<file path="config.mk">
export PLATFORM = sky130hd
export DESIGN_NAME = score_accumulator
export DESIGN_NICKNAME = d
export VERILOG_FILES = /design/src/rtl/score_accumulator_pkg.sv /design/src/rtl/score_accumulator_sat_add41.sv /design/src/rtl/score_accumulator.sv
export SDC_FILE = /design/constraint.sdc
export NUM_CORES = 1
export LEC_CHECK = 0
export CORE_MARGIN = 5
export CORE_UTILIZATION = 55
export DETAILED_ROUTE_END_ITERATION = 10
export PLACE_DENSITY = 0.91
export SETUP_SLACK_MARGIN = 0.2
export SYNTH_ARGS = -nofsm -noshare
export SYNTH_HDL_FRONTEND = slang
export SYNTH_SLANG_ARGS = --single-unit
</file>
<file path="constraint.sdc">
create_clock -name clk -period 7.1 [get_ports clk]
set_clock_uncertainty 0.2 [all_clocks]
set_input_delay 1.42 -clock clk [delete_from_list [all_inputs] [get_ports clk]]
set_output_delay 1.42 -clock clk [all_outputs]
set_load 0.1 [all_outputs]
</file>
<file path="src/rtl/score_accumulator_pkg.sv">
// Shared constants for the piano scoring path: FSM encodings, score width,
// and default penalty/grace settings.
package score_accumulator_pkg;

    localparam int SCORE_W = 41;
    localparam int GRACE_W = 24;
    localparam int KEY_W   = 7;

    // Largest representable score; every addition clamps here.
    localparam logic [SCORE_W-1:0] SCORE_MAX = '1;

    // Defaults sized for a 100 MHz clock.
    localparam logic [SCORE_W-1:0] DEF_MISS_PENALTY = 41'd500_000_000;
    localparam logic [GRACE_W-1:0] DEF_GRACE        = 24'd10_000_000;

    typedef enum logic [1:0] {
        ST_IDLE = 2'd0,
        ST_PLAY = 2'd1,
        ST_DONE = 2'd2
    } state_e;

endpackage

</file>
<file path="src/rtl/score_accumulator_sat_add41.sv">
// Combinational 41-bit saturating adder: clamps at all-ones instead of wrapping.
module sat_add41
    import score_accumulator_pkg::*;
(
    input  logic [SCORE_W-1:0] a,
    input  logic [SCORE_W-1:0] b,
    output logic [SCORE_W-1:0] y
);

    logic [SCORE_W:0] sum_w;

    // Carry out of the top bit means overflow; clamp to the maximum score.
    always_comb begin
        sum_w = {1'b0, a} + {1'b0, b};
        y     = sum_w[SCORE_W] ? SCORE_MAX : sum_w[SCORE_W-1:0];
    end

endmodule

</file>
<file path="src/rtl/score_accumulator.sv">
// Learning-mode scoring FSM: accumulates mismatch cycles and missed-note
// penalties into a saturating 41-bit score while a song plays.
module score_accumulator
    import score_accumulator_pkg::*;
#(
    parameter logic [SCORE_W-1:0] MISS_PENALTY = DEF_MISS_PENALTY,
    parameter logic [GRACE_W-1:0] GRACE        = DEF_GRACE
) (
    input  logic               clk,
    input  logic               rst,
    input  logic               start,
    input  logic               stop,
    input  logic [KEY_W-1:0]   expected,
    input  logic [KEY_W-1:0]   key,
    output logic [SCORE_W-1:0] score,
    output logic               busy,
    output logic               done
);

    state_e             state_q, state_d;
    logic [SCORE_W-1:0] score_q, score_d;
    logic [GRACE_W-1:0] grace_q, grace_d;
    logic               hit_q, hit_d;
    logic [KEY_W-1:0]   prev_q, prev_d;
    logic               busy_q, busy_d;
    logic               done_q, done_d;

    logic               add_en;
    logic               add_miss;
    logic [SCORE_W-1:0] add_inc;
    logic [SCORE_W-1:0] add_sum;

    // A miss penalty and a mismatch tick never coincide, so one adder serves both.
    assign add_inc = add_miss ? MISS_PENALTY : SCORE_W'(1);

    sat_add41 u_add (
        .a (score_q),
        .b (add_inc),
        .y (add_sum)
    );

    // Next-state: start overrides everything, then stop, note change, grace, mismatch.
    always_comb begin
        state_d  = state_q;
        grace_d  = grace_q;
        hit_d    = hit_q;
        prev_d   = prev_q;
        add_en   = 1'b0;
        add_miss = 1'b0;
        score_d  = score_q;

        if (start) begin
            state_d = ST_PLAY;
            score_d = '0;
            hit_d   = 1'b0;
            grace_d = GRACE;
            prev_d  = expected;
        end else if (state_q == ST_PLAY) begin
            if (stop) begin
                add_miss = 1'b1;
                add_en   = (prev_q != '0) && !hit_q;
                state_d  = ST_DONE;
            end else if (expected != prev_q) begin
                add_miss = 1'b1;
                add_en   = (prev_q != '0) && !hit_q;
                prev_d   = expected;
                grace_d  = GRACE;
                hit_d    = 1'b0;
            end else begin
                if (grace_q != '0) begin
                    grace_d = grace_q - GRACE_W'(1);
                end else if (key != expected) begin
                    add_en = 1'b1;
                end
                if ((expected != '0) && (key == expected)) begin
                    hit_d = 1'b1;
                end
            end
            if (add_en) begin
                score_d = add_sum;
            end
        end

        busy_d = (state_d == ST_PLAY);
        done_d = (state_d == ST_DONE);
    end

    // State and registered outputs; synchronous reset wins over start/stop.
    always_ff @(posedge clk) begin
        if (rst) begin
            state_q <= ST_IDLE;
            score_q <= '0;
            grace_q <= '0;
            hit_q   <= 1'b0;
            prev_q  <= '0;
            busy_q  <= 1'b0;
            done_q  <= 1'b0;
        end else begin
            state_q <= state_d;
            score_q <= score_d;
            grace_q <= grace_d;
            hit_q   <= hit_d;
            prev_q  <= prev_d;
            busy_q  <= busy_d;
            done_q  <= done_d;
        end
    end

    assign score = score_q;
    assign busy  = busy_q;
    assign done  = done_q;

endmodule

</file>
==> tab_implementation.tex, run 1 <==
\begin{tabular}{lr}
\hline
Metric & Value \\
\hline
\multicolumn{2}{l}{\textbf{Status}} \\
\quad Outcome & finished clean \\
\multicolumn{2}{l}{\textbf{Global routing}} \\
\quad Via count of the first global-routing pass & $\sim$4300 \\
\quad Global-route wire length before repair & 19.24 mm \\
\quad Overall overflow remaining after global route & 0 \\
\quad Gr usage total & 23.37\% \\
\quad Number of antenna violations at the first check in global routing & 0 \\
\quad Maximum number of pins on one net before global-route repair & 37 \\
\multicolumn{2}{l}{\textbf{Layout}} \\
\quad Final instance area & between 5000 and 6000 sq um \\
\quad Area growth from synthesis to final layout & 19.72\% \\
\quad Number of filler instances in the final layout & about 630 \\
\quad Reg area & between 1500 and 2000 sq um \\
\quad Multi-input gate area in the final layout & roughly 2700 sq um \\
\quad Filler-free cell count of the finished design & roughly 700 \\
\quad Fraction of layout cells with a size suffix above 1 & 6.678\% \\
\quad Final-stage net count & approximately 600 \\
\quad Final antenna diode count & 0 \\
\multicolumn{2}{l}{\textbf{STA}} \\
\quad Shortest period the worst path allows & around 6 ns \\
\quad Max-Slew Margin vs Limit & 34.49\% \\
\quad Total of endpoints with negative setup slack in the final report & 0 \\
\quad Setup TNS after final layout & 0 ns \\
\quad Final count of hold timing violations & 0 \\
\quad Highest clock rate & 166.0 MHz \\
\quad Number of max-slew violations in the final report & 0 \\
\quad Worst Tran Pin Value & 0.9796 ns \\
\quad RSZ-0062 raised after global routing & false \\
\quad Final clock period utilization by the worst path & 84.85\% \\
\quad Worst path setup slack after routing & 1.075 ns \\
\multicolumn{2}{l}{\textbf{Placed design}} \\
\quad DP Area & 4996 sq um \\
\quad Count of input and output buffers & 60 \\
\quad DP HPWL & 7.992 mm \\
\quad Worst setup slack before clock tree synthesis & 0.8912 ns \\
\quad Gp weighted congestion & 0.9856 \\
\quad Instance count after placement with tap cells included & 670 \\
\multicolumn{2}{l}{\textbf{Worst setup path}} \\
\quad Crit Path Max Fanout & 13 \\
\quad Endpoint arrival time on the critical path & between 6 and 7 ns \\
\quad Crit-path max cell delay & 0.57 ns \\
\quad CP Data Required Time & 7.18 ns \\
\quad Ordered list of cells on the worst path & clkdlybuf4s50\_1, xnor2\_1, nand4\_1, or2\_2, o21ai\_0, inv\_1, ha\_1, nand4\_1, o31ai\_1, a21boi\_0, nor4\_1, o211ai\_1, or3\_1, a31oi\_1 \\
\quad R2R depth & 13 \\
\quad Most numerous cell on the critical path & nand4\_1 \\
\quad Critical path startpoint category & input port \\
\quad Crit path max-delay cell type & clkdlybuf4s50\_1 \\
\quad Setup crit end kind & flip-flop \\
\quad Critical path type & input port to flip-flop \\
\multicolumn{2}{l}{\textbf{Routing}} \\
\quad Number of iterations in the first detailed-routing pass & 4 \\
\quad \# DRC & 0 \\
\quad Post-detailed-route count of antenna-violating nets & 0 \\
\quad Vias per Instance & slightly above 6 \\
\quad Number of vias after detailed routing & 4252 \\
\quad Final Routed Wirelength & roughly 11 mm \\
\quad Average wire length per cell after detail routing & 16.55 microns \\
\quad Iter 0 DRT Violations & 333 \\
\multicolumn{2}{l}{\textbf{Clocking}} \\
\quad Clock buffer count from CTS & 9 \\
\quad Post-CTS setup buffers & 0 \\
\quad Number of sinks handled by clock tree synthesis & 77 \\
\quad Resized cells post-CTS & 0 \\
\quad Number of buffers inserted for hold repair after clock tree synthesis & 0 \\
\quad Clock Pin Slew Worst Setup and Hold Paths & 0.08 ns \\
\quad Maximum root-to-sink buffer count & 2 \\
\quad TritonCTS clock tree & done \\
\quad Worst skew pair latency & 0.36 ns \\
\quad Maximum level of the CTS H-tree & 3 \\
\quad Cell at the root of the clock tree & clkbuf\_8 \\
\multicolumn{2}{l}{\textbf{Hold path}} \\
\quad Worst Hold Path Cells & 2 \\
\quad Path category of the worst min-delay check & flip-flop to flip-flop \\
\multicolumn{2}{l}{\textbf{Yosys}} \\
\quad Synth area leaders & dfxtp\_1 (36\%), xor2\_1 (5.7\%), xnor2\_1 (5.4\%), nor2\_1 (5.1\%), a21oi\_1 (5.1\%) \\
\quad Post-Synthesis Cell Area & 4340 sq um \\
\quad Synth Instances & between 500 and 600 \\
\quad Proportion of synthesized flip-flops having asynchronous set or reset & 0\% \\
\quad Most common cell in the netlist & dfxtp\_1 \\
\quad Netlist cell types & 52 \\
\quad Most instantiated flip-flop cell in the synthesis netlist & dfxtp\_1 \\
\quad Top cell type's share of synthesized area & a little over a third \\
\quad Synth cell count leaders & dfxtp\_1 (77), nor2\_1 (59), a21oi\_1 (44) \\
\quad Total nets after synthesis & 557 \\
\quad Most area-hungry cell type in the Yosys netlist & dfxtp\_1 \\
\quad Flip-flop and latch count after synthesis & 77 \\
\quad Mean instance size in the synthesized netlist & 8.299 sq um \\
\quad Post-synth EDFFs & 0 \\
\quad Portion of the post-synthesis area used by sequential elements & a little over a third \\
\quad Yosys warnings & 0 \\
\multicolumn{2}{l}{\textbf{Floorplan}} \\
\quad Num rows & 32 \\
\quad Area of the die & about 9800 sq um \\
\quad Die boundary width & 98.84 microns \\
\quad Starting density of the core & 56.46\% \\
\quad Core Footprint & 7687 sq um \\
\quad Die Span Y & between 90 and 100 microns \\
\quad Count of pins on the block boundary & 61 \\
\multicolumn{2}{l}{\textbf{Power}} \\
\quad Worst voltage drop across the vdd grid & 0.0001067 V \\
\quad Leakage power & roughly 1.9 nW \\
\quad Power density cells & approximately 180 nW/um\^{}2 \\
\quad Final Power & around 0.93 mW \\
\multicolumn{2}{l}{\textbf{Run}} \\
\quad MaxCap Viol Count & 0 \\
\hline
\end{tabular}
per-stage QoR:
stage	hold WS (ns)	util, %
global placement	0.2575	64.99
CTS	0.2873	67.59
floorplan	0.2375	-
finish	0.2931	67.59
global route	0.3280	67.59
detailed placement	0.2679	64.99
registers in the layout, indices dropped and copies added, names as in the netlist:
signal	flops
busy	1
hit_q	1
score	41
grace_q	24
prev_q	7
done	1
state_q	2
cells by family (layout without fill, tap and decap cells):
logic type      count (synthesis)  in the layout  share of synthesized area (%)
fa+ha+maj                      16             16                          4.612
simple gates                  206            206                          23.87
compound gates                135            135                          20.12
flops                          77             77                          35.51
buf+inv                        25             86                          2.710
xor+xnor                       55             55                          11.10
mux                             9              9                          2.076
path summary, 6_finish.rpt:
path                            slack (ns)         to        start
worst max-delay path                  1.08  score[38]  expected[4]
worst max register to register        2.36  score[38]    prev_q[4]
worst min-delay path                  0.29      hit_q        hit_q
worst min register to register        0.29      hit_q        hit_q
cells in the final DEF, fill, tap and decap left out, types with 4 or more instances in the layout:
master            n
or3_1             9
nand2_1          41
a21oi_1          44
clkbuf_8          9
nand4_1          11
nor4_1           18
or2_2             5
inv_1             8
dfxtp_1          77
a21oi_2          10
clkdlybuf4s50_1  60
nor2b_1           5
xnor2_1          27
mux2i_1           9
o21a_1            4
nand3_1          16
nor3_1           17
a311oi_1          4
xor2_1           28
nor2_1           59
a21o_1            5
and3_1            6
a31oi_1          14
ha_1             16
nand2b_1          5
o21ai_0          29
report_power, final:
part / switching (mW) / internal [mW] / total (mW)
Combinational: 0.0858 / 0.0496 / 0.135
Clock: 0.174 / 0.166 / 0.340
Sequential: 0.0105 / 0.442 / 0.453
Total: 0.270 / 0.658 / 0.928
per-layer routing:
metal,global-route usage (%),part of all wire (%),vias to the layer above
met3,6.016,7.8,27
met1,27.09,41,2001
met5,0,0,-
met2,40.44,50,196
li1,-,-,2028
met4,10.29,1.5,0
cell type report:
type | instances | area share, %
tap | 102 | 2.456
multi-input combinational | 421 | 51.60
sequential | 77 | 29.67
clock inverter | 6 | 1.397
clock buffer | 10 | 2.456
timing repair buffer | 62 | 11.85
inverter | 8 | 0.5779
worst max-delay path: cells and delay by family:
kind	cells	cell delay, ns
buf+inv	2	0.89
simple gates	5	1.67
xor+xnor	1	0.15
fa+ha+maj	1	0.42
compound gates	5	1.54
Note: power is estimated with default switching activity, not from simulation.
==> run 2, diff against run 1 <==
clock period = 5.75 ns   (was 7.1 ns; I/O delays follow)
==> run 2 against run 1 <==
Critical path depth rose by 1. Sequential cell count did not move. Register-to-register slack got worse by 0.85 ns. Global-route usage rose by 0.27 points. First-iteration DRC count fell by 13%. Die area did not move. Worst hold slack improved by 0.011 ns. Largest cell class unchanged.
==> tab_implementation.tex, run 2 (synthesis gave the netlist of run 1 again) <==
\begin{tabular}{lr}
\hline
Metric & Value \\
\hline
\multicolumn{2}{l}{\textbf{Floorplan}} \\
\quad Die Span Y & 98.84 microns (unchanged) \\
\quad Die boundary width & 98.84 microns (unchanged) \\
\quad Starting density of the core & 56.46\% (unchanged) \\
\quad Core Footprint & 7687 sq um (unchanged) \\
\quad Area of the die & 9768 sq um (unchanged) \\
\quad Num rows & 32 (unchanged) \\
\quad Count of pins on the block boundary & 61 (unchanged) \\
\multicolumn{2}{l}{\textbf{Hold path}} \\
\quad Path category of the worst min-delay check & flip-flop to flip-flop \\
\quad Worst Hold Path Cells & 2 (unchanged) \\
\quad Worst hold endpoint & grace\_q[12] \\
\quad Worst Hold Launch & grace\_q[12] \\
\multicolumn{2}{l}{\textbf{Routing}} \\
\quad Final Routed Wirelength & 11.60 mm (+2.1\%) \\
\quad Vias per Instance & 6.171 (-0.43\%) \\
\quad Iter 0 DRT Violations & 290 (-13\%) \\
\quad Average wire length per cell after detail routing & 16.71 microns (+0.96\%) \\
\quad Post-detailed-route count of antenna-violating nets & 0 (unchanged) \\
\quad Number of iterations in the first detailed-routing pass & 5 (+1) \\
\quad Number of vias after detailed routing & 4283 (+0.73\%) \\
\quad \# DRC & 0 (unchanged) \\
\multicolumn{2}{l}{\textbf{Layout}} \\
\quad Multi-input gate area in the final layout & 2688 sq um (+0.23\%) \\
\quad Area growth from synthesis to final layout & 20.84\% \\
\quad Number of filler instances in the final layout & 639 (+1.1\%) \\
\quad Top library cells by usage in the layout, fill and taps aside & dfxtp\_1 (77), clkdlybuf4s50\_1 (60), nor2\_1 (59) \\
\quad Final-stage net count & 621 (+1.3\%) \\
\quad Number of flip-flops in the largest register & 41 (unchanged) \\
\quad Final antenna diode count & 0 (unchanged) \\
\quad Reg area & 1541 sq um (unchanged) \\
\quad Fraction of layout cells with a size suffix above 1 & 8.277\% (+1.6 points) \\
\quad Most common library cell in the layout ignoring fill and taps & dfxtp\_1 \\
\multicolumn{2}{l}{\textbf{Power}} \\
\quad Leakage power & 1.885 nW (+1.4\%) \\
\quad Sequential Power Share & 50.2\% (+1.4 points) \\
\quad Power density cells & 212.5 nW/um\^{}2 (+19\%) \\
\quad Combinational share of power & 15.3\% (+0.7 points) \\
\quad Worst voltage drop across the vdd grid & 0.0001202 V (+13\%) \\
\quad Switching power total & 0.3421 mW (+27\%) \\
\quad Fraction of power consumed by the clock network & 34.6\% (-2.1 points) \\
\quad Internal Pwr Total & 0.7723 mW (+17\%) \\
\quad Switch share & 30.70\% (+1.6 points) \\
\multicolumn{2}{l}{\textbf{STA}} \\
\quad Highest clock rate & 191.3 MHz \\
\quad RSZ-0062 raised after global routing & false \\
\quad Total of endpoints with negative setup slack in the final report & 0 (unchanged) \\
\quad Max-Slew Margin vs Limit & 33.67\% (-0.82 points) \\
\quad Worst path setup slack after routing & 0.5231 ns (-0.5523 ns) \\
\quad Final count of hold timing violations & 0 (unchanged) \\
\quad Number of max-slew violations in the final report & 0 (unchanged) \\
\quad Shortest period the worst path allows & 5.227 ns \\
\quad Final clock period utilization by the worst path & $\sim$91\% \\
\quad Worst Tran Pin Value & 0.9919 ns (+0.01222 ns) \\
\quad Setup TNS after final layout & 0 ns (unchanged) \\
\quad Worst hold margin & 0.3041 ns (+0.01094 ns) \\
\multicolumn{2}{l}{\textbf{Clocking}} \\
\quad Clock Pin Slew Worst Setup and Hold Paths & 0.09 ns (about the same) \\
\quad TritonCTS clock tree & done \\
\quad Worst skew pair latency & 0.36 ns (about the same) \\
\quad Maximum level of the CTS H-tree & 3 (unchanged) \\
\quad Number of buffers inserted for hold repair after clock tree synthesis & 0 (unchanged) \\
\quad Number of sinks handled by clock tree synthesis & 77 (unchanged) \\
\quad Resized cells post-CTS & 0 (unchanged) \\
\quad Cell at the root of the clock tree & clkbuf\_8 \\
\quad Maximum root-to-sink buffer count & 2 (unchanged) \\
\quad Clock buffer count from CTS & 9 (unchanged) \\
\quad Post-CTS setup buffers & 0 (unchanged) \\
\multicolumn{2}{l}{\textbf{Worst setup path}} \\
\quad Minimum setup slack among reg-to-reg paths & 1.51 ns (-0.85 ns) \\
\quad Ordered list of cells on the worst path & clkdlybuf4s50\_1, xnor2\_1, nand4\_1, or2\_2, o21ai\_1, inv\_1, buf\_4, ha\_1, nand3\_1, nor4\_1, nor4\_1, a21o\_1, or3\_4, buf\_4, a31oi\_1 \\
\quad CP Data Required Time & 5.83 ns (-1.35 ns) \\
\quad Crit Path Max Fanout & 17 (+4) \\
\quad Worst path buffer plus inverter count & 4 (+2) \\
\quad Critical path startpoint category & input port \\
\quad Critical register-to-register path endpoint & score[0] \\
\quad Critical path type & input port to flip-flop \\
\quad Crit-path leading delay family & simple AND/OR/NAND/NOR gates \\
\quad Crit-path max cell delay & 0.57 ns (about the same) \\
\quad Setup crit end kind & flip-flop \\
\quad Endpoint arrival time on the critical path & 5.30 ns (-0.80 ns) \\
\quad R2R depth & 14 (+1) \\
\quad R2R Path Start & prev\_q[1] \\
\quad Crit path max-delay cell type & clkdlybuf4s50\_1 \\
\multicolumn{2}{l}{\textbf{Global routing}} \\
\quad Met2 usage & 40.86\% (+0.41 points) \\
\quad Overall overflow remaining after global route & 0 (unchanged) \\
\quad Number of antenna violations at the first check in global routing & 0 (unchanged) \\
\quad GRT busiest layer & met2 \\
\quad Via count of the first global-routing pass & 4115 (-4.9\%) \\
\quad Maximum number of pins on one net before global-route repair & 37 (unchanged) \\
\quad Global-route wire length before repair & 19.29 mm (+0.25\%) \\
\quad Met3 Resource Use GR & 4.742\% (-1.3 points) \\
\quad Gr usage total & 23.65\% (+0.27 points) \\
\quad Met1 Usage GRT & 29.16\% (+2.1 points) \\
\multicolumn{2}{l}{\textbf{Placed design}} \\
\quad DP HPWL & 8.348 mm (+4.5\%) \\
\quad Worst setup slack before clock tree synthesis & 0.09067 ns (-0.8006 ns) \\
\quad Count of input and output buffers & 60 (unchanged) \\
\quad Gp weighted congestion & 0.9349 (-5.1\%) \\
\multicolumn{2}{l}{\textbf{Status}} \\
\quad Outcome & finished clean \\
\multicolumn{2}{l}{\textbf{Run}} \\
\quad MaxCap Viol Count & 0 (unchanged) \\
\hline
\end{tabular}
## run 2: layout make-up
class	count	area share [%]
Inverter	8	0.5725
Clock buffer	9	2.362
Sequential cell	77	29.39
Clock inverter	7	1.121
Timing Repair Buffer	70	12.88
Multi-Input combinational cell	421	51.24
Tap cell	102	2.433
## run 2: how the worst max path moves through the flow
stage,start,to,slack (ns),depth (start not counted)
CTS,expected[1],score[38],0.38,15
finish,expected[0],score[0],0.52,15
floorplan,expected[3],score[38],0.92,14
global route,expected[1],score[38],0.35,15
global placement,expected[4],score[30],0.23,15
detailed placement,expected[1],score[38],0.09,15
## run 2: routing by layer
layer | wire [microns] | vias to the layer above
met4 | 214 | 0
li1 | - | 2041
met2 | 5742 | 186
met5 | 0 | -
met3 | 831 | 21
met1 | 4807 | 2035
## run 2: worst min-delay path: cells and delay by family, from the launching register on
family	cells	cell delay (ns)
flip-flops	1	0.32
AO/OA/AOI/OAI	2	0.14
## run 2: power by group through the flow
stage / logic [mW] / registers, mW / clock network, mW
after global placement: 0.163 / 0.570 / 0
after floorplan: 0.0974 / 0.592 / 0
final: 0.170 / 0.559 / 0.385
after detailed placement: 0.168 / 0.571 / 0
after CTS: 0.169 / 0.559 / 0.390
after global routing: 0.184 / 0.561 / 0.419
## run 2: per-stage QoR
step / util (%) / total power [mW] / cells / area, sq um
floorplan: - / 0.6892 / 523 / 4340
global placement: 65.77 / 0.7330 / 678 / 5056
detailed placement: 65.77 / 0.7389 / 678 / 5056
CTS: 68.15 / 1.118 / 694 / 5239
global route: 68.23 / 1.164 / 694 / 5245
finish: 68.23 / 1.114 / 694 / 5245
